===== src/rtl/unit_a_serial.sv =====
// unit_a_serial: multi-cycle add/subtract unit that resolves DIGIT bits of the
// carry chain per clock. It supports add, sub, add-with-carry and
// sub-with-borrow, with the carry flag kept across operations.
// Optional feature macro: UNIT_A_SAT_EN. When it is defined, a signed
// overflow saturates the result.
`timescale 1ns/1ps

module unit_a_serial #(
    parameter int WIDTH = 32,
    parameter int DIGIT = 8
) (
    input  logic             clk,
    input  logic             rst_n,
    input  logic             start,
    input  logic [WIDTH-1:0] a,
    input  logic [WIDTH-1:0] b,
    input  logic [1:0]       f,
    output logic             busy,
    output logic             done,
    output logic [WIDTH-1:0] s,
    output logic             c_out,
    output logic             ovf,
    output logic             zero
);

    localparam int N     = WIDTH / DIGIT;
    localparam int IDX_W = (N > 1) ? $clog2(N) : 1;
    localparam logic [IDX_W-1:0] LAST_IDX = IDX_W'(N - 1);

    typedef enum logic [0:0] {
        ST_IDLE = 1'b0,
        ST_RUN  = 1'b1
    } state_t;

    state_t             state_r;
    state_t             state_nxt_s;
    logic               accept_s;
    logic               last_s;

    // Operands in flight. b_r holds the effective (possibly inverted) operand.
    logic [WIDTH-1:0]   a_r;
    logic [WIDTH-1:0]   b_r;
    logic [WIDTH-1:0]   sum_r;
    logic               carry_r;
    logic [IDX_W-1:0]   idx_r;
    logic               cf_r;

    // Registered outputs.
    logic               busy_r;
    logic               done_r;
    logic [WIDTH-1:0]   s_r;
    logic               c_out_r;
    logic               ovf_r;
    logic               zero_r;

    // Combinational datapath.
    logic [WIDTH-1:0]   bprime_s;
    logic               cin_s;
    int                 chunk_base_s;
    logic [DIGIT-1:0]   a_chunk_s;
    logic [DIGIT-1:0]   b_chunk_s;
    logic [DIGIT:0]     chunk_s;
    logic [WIDTH-1:0]   full_sum_s;
    logic               ovf_s;
    logic [WIDTH-1:0]   res_s;
    logic               zero_s;

    // Effective operand and carry-in selected from the function code.
    always_comb begin
        bprime_s = f[0] ? ~b : b;
        if (f[1]) begin
            cin_s = cf_r;
        end else begin
            cin_s = f[0];
        end
    end

    // One DIGIT-wide slice of the carry chain plus the assembled sum.
    always_comb begin
        chunk_base_s = int'(idx_r) * DIGIT;
        a_chunk_s    = a_r[chunk_base_s +: DIGIT];
        b_chunk_s    = b_r[chunk_base_s +: DIGIT];
        chunk_s      = {1'b0, a_chunk_s} + {1'b0, b_chunk_s} + {{DIGIT{1'b0}}, carry_r};
        full_sum_s   = sum_r;
        full_sum_s[chunk_base_s +: DIGIT] = chunk_s[DIGIT-1:0];
    end

    // Signed overflow on the raw sum, optional saturation, and zero on the final value.
    always_comb begin
        ovf_s = (a_r[WIDTH-1] == b_r[WIDTH-1]) && (full_sum_s[WIDTH-1] != a_r[WIDTH-1]);
`ifdef UNIT_A_SAT_EN
        if (ovf_s) begin
            if (a_r[WIDTH-1]) begin
                res_s = {1'b1, {(WIDTH-1){1'b0}}};
            end else begin
                res_s = {1'b0, {(WIDTH-1){1'b1}}};
            end
        end else begin
            res_s = full_sum_s;
        end
`else
        res_s = full_sum_s;
`endif
        zero_s = (res_s == {WIDTH{1'b0}});
    end

    // Next-state logic: accept a request in IDLE, leave RUN after the last chunk.
    always_comb begin
        state_nxt_s = state_r;
        accept_s    = 1'b0;
        last_s      = 1'b0;
        case (state_r)
            ST_IDLE: begin
                if (start) begin
                    accept_s    = 1'b1;
                    state_nxt_s = ST_RUN;
                end else begin
                    state_nxt_s = ST_IDLE;
                end
            end
            ST_RUN: begin
                if (idx_r == LAST_IDX) begin
                    last_s      = 1'b1;
                    state_nxt_s = ST_IDLE;
                end else begin
                    state_nxt_s = ST_RUN;
                end
            end
            default: begin
                state_nxt_s = ST_IDLE;
            end
        endcase
    end

    // State register; reset aborts any operation in flight.
    always_ff @(posedge clk) begin
        if (!rst_n) begin
            state_r <= ST_IDLE;
        end else begin
            state_r <= state_nxt_s;
        end
    end

    // Operand capture, chunk-by-chunk accumulation and result/flag registers.
    always_ff @(posedge clk) begin
        if (!rst_n) begin
            a_r     <= {WIDTH{1'b0}};
            b_r     <= {WIDTH{1'b0}};
            sum_r   <= {WIDTH{1'b0}};
            carry_r <= 1'b0;
            idx_r   <= {IDX_W{1'b0}};
            cf_r    <= 1'b0;
            busy_r  <= 1'b0;
            done_r  <= 1'b0;
            s_r     <= {WIDTH{1'b0}};
            c_out_r <= 1'b0;
            ovf_r   <= 1'b0;
            zero_r  <= 1'b1;
        end else begin
            busy_r <= (state_nxt_s == ST_RUN);
            done_r <= 1'b0;
            if (accept_s) begin
                a_r     <= a;
                b_r     <= bprime_s;
                carry_r <= cin_s;
                idx_r   <= {IDX_W{1'b0}};
            end else if (state_r == ST_RUN) begin
                sum_r   <= full_sum_s;
                carry_r <= chunk_s[DIGIT];
                idx_r   <= idx_r + IDX_W'(1);
                if (last_s) begin
                    s_r     <= res_s;
                    c_out_r <= chunk_s[DIGIT];
                    ovf_r   <= ovf_s;
                    zero_r  <= zero_s;
                    cf_r    <= chunk_s[DIGIT];
                    done_r  <= 1'b1;
                end
            end
        end
    end

    assign busy  = busy_r;
    assign done  = done_r;
    assign s     = s_r;
    assign c_out = c_out_r;
    assign ovf   = ovf_r;
    assign zero  = zero_r;

endmodule


===== config.mk =====
export PLATFORM = sky130hd
export DESIGN_NAME = unit_a_serial
export DESIGN_NICKNAME = d
export VERILOG_FILES = /design/src/rtl/unit_a_serial.sv
export SDC_FILE = /design/constraint.sdc
export NUM_CORES = 1
export LEC_CHECK = 0
export CAP_MARGIN = 20
export CELL_PAD_IN_SITES_DETAIL_PLACEMENT = 1
export CELL_PAD_IN_SITES_GLOBAL_PLACEMENT = 1
export CORE_MARGIN = 5
export CORE_UTILIZATION = 30
export DETAILED_ROUTE_END_ITERATION = 10
export PLACE_DENSITY = 0.65
export SYNTH_ARGS = -nofsm -noshare
export SYNTH_HDL_FRONTEND = slang
export SYNTH_SLANG_ARGS = --single-unit

===== constraint.sdc =====
create_clock -name clk -period 5.4 [get_ports clk]
set_input_delay 0.81 -clock clk [delete_from_list [all_inputs] [get_ports clk]]
set_output_delay 0.81 -clock clk [all_outputs]
set_load 0.1 [all_outputs]

==> impl_metrics.tcl <==
set metrics [dict create \
    status "completed" \
    period_minus_slack_ns 4.08 \
    worstPathRequired_ns 5.67 \
    critPathKind "reg -> reg" \
    fin_crit_sh 0.755 \
    via_per_inst 4.99 \
    cts_inserted_buffers 17 \
    yosysSeqAreaShare 0.437 \
    hold_violations 0 \
    synth_edf_count 0 \
    htree_levels 4 \
    die-area_um2 22600 \
    cts.clk_slew.worst_paths_ns 0.06 \
    synth_cell_type_count 56 \
    clk_path_buf_depth 2 \
    wl_met2_um 8590 \
    cts.sinks 129 \
    startpoint "idx_r[0]" \
    power_w 0.00254 \
    rows 51 \
    ant_nets 0 \
    grt_pass1_wl_um 29200 \
    grt_pass1_vias 5332 \
    grt_max_degree 97 \
    syn_to_final_growth_pct 30.6 \
    fin_worst_skew_ns 0.00957 \
    gp_congestion 0.894 \
    mostFrequentLayoutCells "dfxtp_1, clkdlybuf4s50_1, nor2_1" \
    cellLeakagePower_nw 2.73 \
    portBuffers 105 \
    routed.top_layer "met4" \
    rr_worst_depth 10 \
    drt-total-wl_um 17900 \
    finalSetupViolations 0 \
    whs_ns 0.455 \
    yosys_warnings 0 \
    postSynthAreaPerCell_um2 9.02 \
    drive_gt1_frac 0.0846 \
    arrival_ns 4.34 \
    fmax_ghz 0.245 \
    gr-usage-all-layers 0.165 \
    synth-async-reset-ratio 0 \
    p_comb_frac 0.155 \
    p_per_area_nw_per_um2 329 \
    finalNonFillerCells 1010 \
    firstDrtPassIters 4 \
    intPower_w 0.00187 \
    rr_startpoint "idx_r[0]" \
    synthFlopType "dfxtp_1" \
    p_sw_w 0.000662 \
    whs_path_depth 2 \
    antenna_found_initial 0 \
    overflow 0 \
    syn_nets 738 \
    clock_latency_ns 0.41 \
    wl_met3_um 739 \
    drc 0 \
    io_pins 106 \
    postCtsSetupBuffers 0 \
    fin_util 0.398 \
    dp.cells 980 \
    swShare 0.261 \
    dr.first_iter.drc_count 264 \
    dp_hpwl_um 13200 \
    num-nets-final 818 \
    end_kind "flop" \
    start_util 0.305 \
    vias 5041 \
    rsz0062_at_grt "false" \
    netlist_area_um2 5910 \
    cts_hold_buffers 0 \
    cts_resized 0 \
    insertedDiodeCount 0 \
    worst_pin_slew_ns 0.986 \
    cts_tree "yes" \
    timing.setup.tns_ns 0 \
    final_common_cell "dfxtp_1" \
    syn_inst 655 \
    wl_per_cell_um 17.7 \
    ir_drop_mv 0.161 \
    die_y_um 150 \
    p_seq_frac 0.409 \
    crit_path_max_fanout 12 \
    ys_ff_latch 129 \
    clockPowerShare 0.436 \
    slew_viol_final 0 \
    die_w_um 150 \
    wl_met1_um 8380 \
    cts_root_buffer "clkbuf_16" \
    hold_class "reg -> reg" \
    startpoint_type "flop" \
    maxSlewHeadroom 0.341 \
    holdCritStartpoint "sum_r[31]" \
    coreArea_um2 19400 \
    cap_viol_max_count 0 \
]
==> metrics by stage <==
stage | setup WS, ns | cell area, um2
finish | 1.32 | 7720
global route | 0.966 | 7720
CTS | 1.28 | 7700
detailed placement | 1.31 | 7140
global placement | 1.45 | 7140
floorplan | 1.59 | 5910
==> Yosys cell counts, types with 2 or more instances <==
library cell  instances  area share
and2_1                2      0.0021
mux4_2               16       0.061
nor4b_1               2      0.0030
and3_1                2      0.0021
a221oi_1              4      0.0059
nand2b_1              3      0.0032
nand4_1               2      0.0021
nor3_1                9      0.0076
dfxtp_1             129        0.44
a22o_1                5      0.0074
fa_1                  2      0.0068
a211o_1               2      0.0030
o21a_1                4      0.0051
or3_1                 5      0.0053
a211oi_1             68       0.086
nor2b_1               8      0.0085
inv_1                 9      0.0057
a21oi_1              48       0.041
clkbuf_1             43       0.027
o21ai_0              10      0.0085
a32oi_1               6      0.0089
ha_1                 12       0.025
nand2_1              83       0.053
a22oi_1              14       0.018
nor2_1               92       0.058
buf_1                 7      0.0044
o22ai_1               2      0.0021
nor3b_1               3      0.0038
o32ai_1               2      0.0030
xnor2_1              33       0.049
mux2i_1               3      0.0051
==> critical path, stage by stage (launching register included) <==
cell	delay [ns]
dfxtp_1	0.76
mux4_2	0.61
fa_1	0.44
fa_1	0.42
a211oi_1	0.35
nor3b_1	0.16
o31a_1	0.28
nor2_1	0.46
a21boi_0	0.19
nand4_1	0.14
o311ai_2	0.11
==> state kept, by name, indices dropped and copies added, names as in the netlist, 2 cells and up <==
signal	count
a_r	32
b_r	32
idx_r	2
s	32
sum_r	25
==> routing by layer <==
layer	up-vias	global-route usage
met5	-	0
met4	0	0.0407
met3	8	0.0373
met2	117	0.268
met1	2410	0.223
li1	2506	-
==> layout make-up <==
class / count / area, um2
Timing Repair Buffer: 113 / 1110
Fill cell: 2243 / 11700
Clock buffer: 22 / 474
Tap cell: 265 / 332
Clock inverter: 7 / 85.1
Sequential cell: 129 / 2580
Multi-Input combinational cell: 465 / 3100
Inverter: 9 / 33.8
==> final timing paths <==
path | endpoint | slack (ns)
worst max register to register | zero | 1.32
worst min register to register | sum_r[31] | 0.45
worst min-delay path | sum_r[31] | 0.45
worst max-delay path | zero | 1.32
==> cell families (layout without fill, tap and decap cells) <==
kind of cell	count (synthesis)	after routing	synth area share
mux	19	19	0.0661
flops	129	129	0.437
compound gates	177	177	0.211
simple gates	221	221	0.163
xor+xnor	34	34	0.0504
fa+ha+maj	14	14	0.0322
buf+inv	61	151	0.0402
==> power by group through the flow <==
stage | Combinational (W) | Clock [W] | Sequential, W
2_1_floorplan | 0.000250 | 0 | 0.00105
3_3_place_gp | 0.000379 | 0 | 0.00105
3_5_place_dp | 0.000391 | 0 | 0.00106
4_1_cts | 0.000393 | 0.00113 | 0.00104
5_1_grt | 0.000432 | 0.00118 | 0.00104
6_report | 0.000394 | 0.00111 | 0.00104
(Power assumes the default switching activity.)
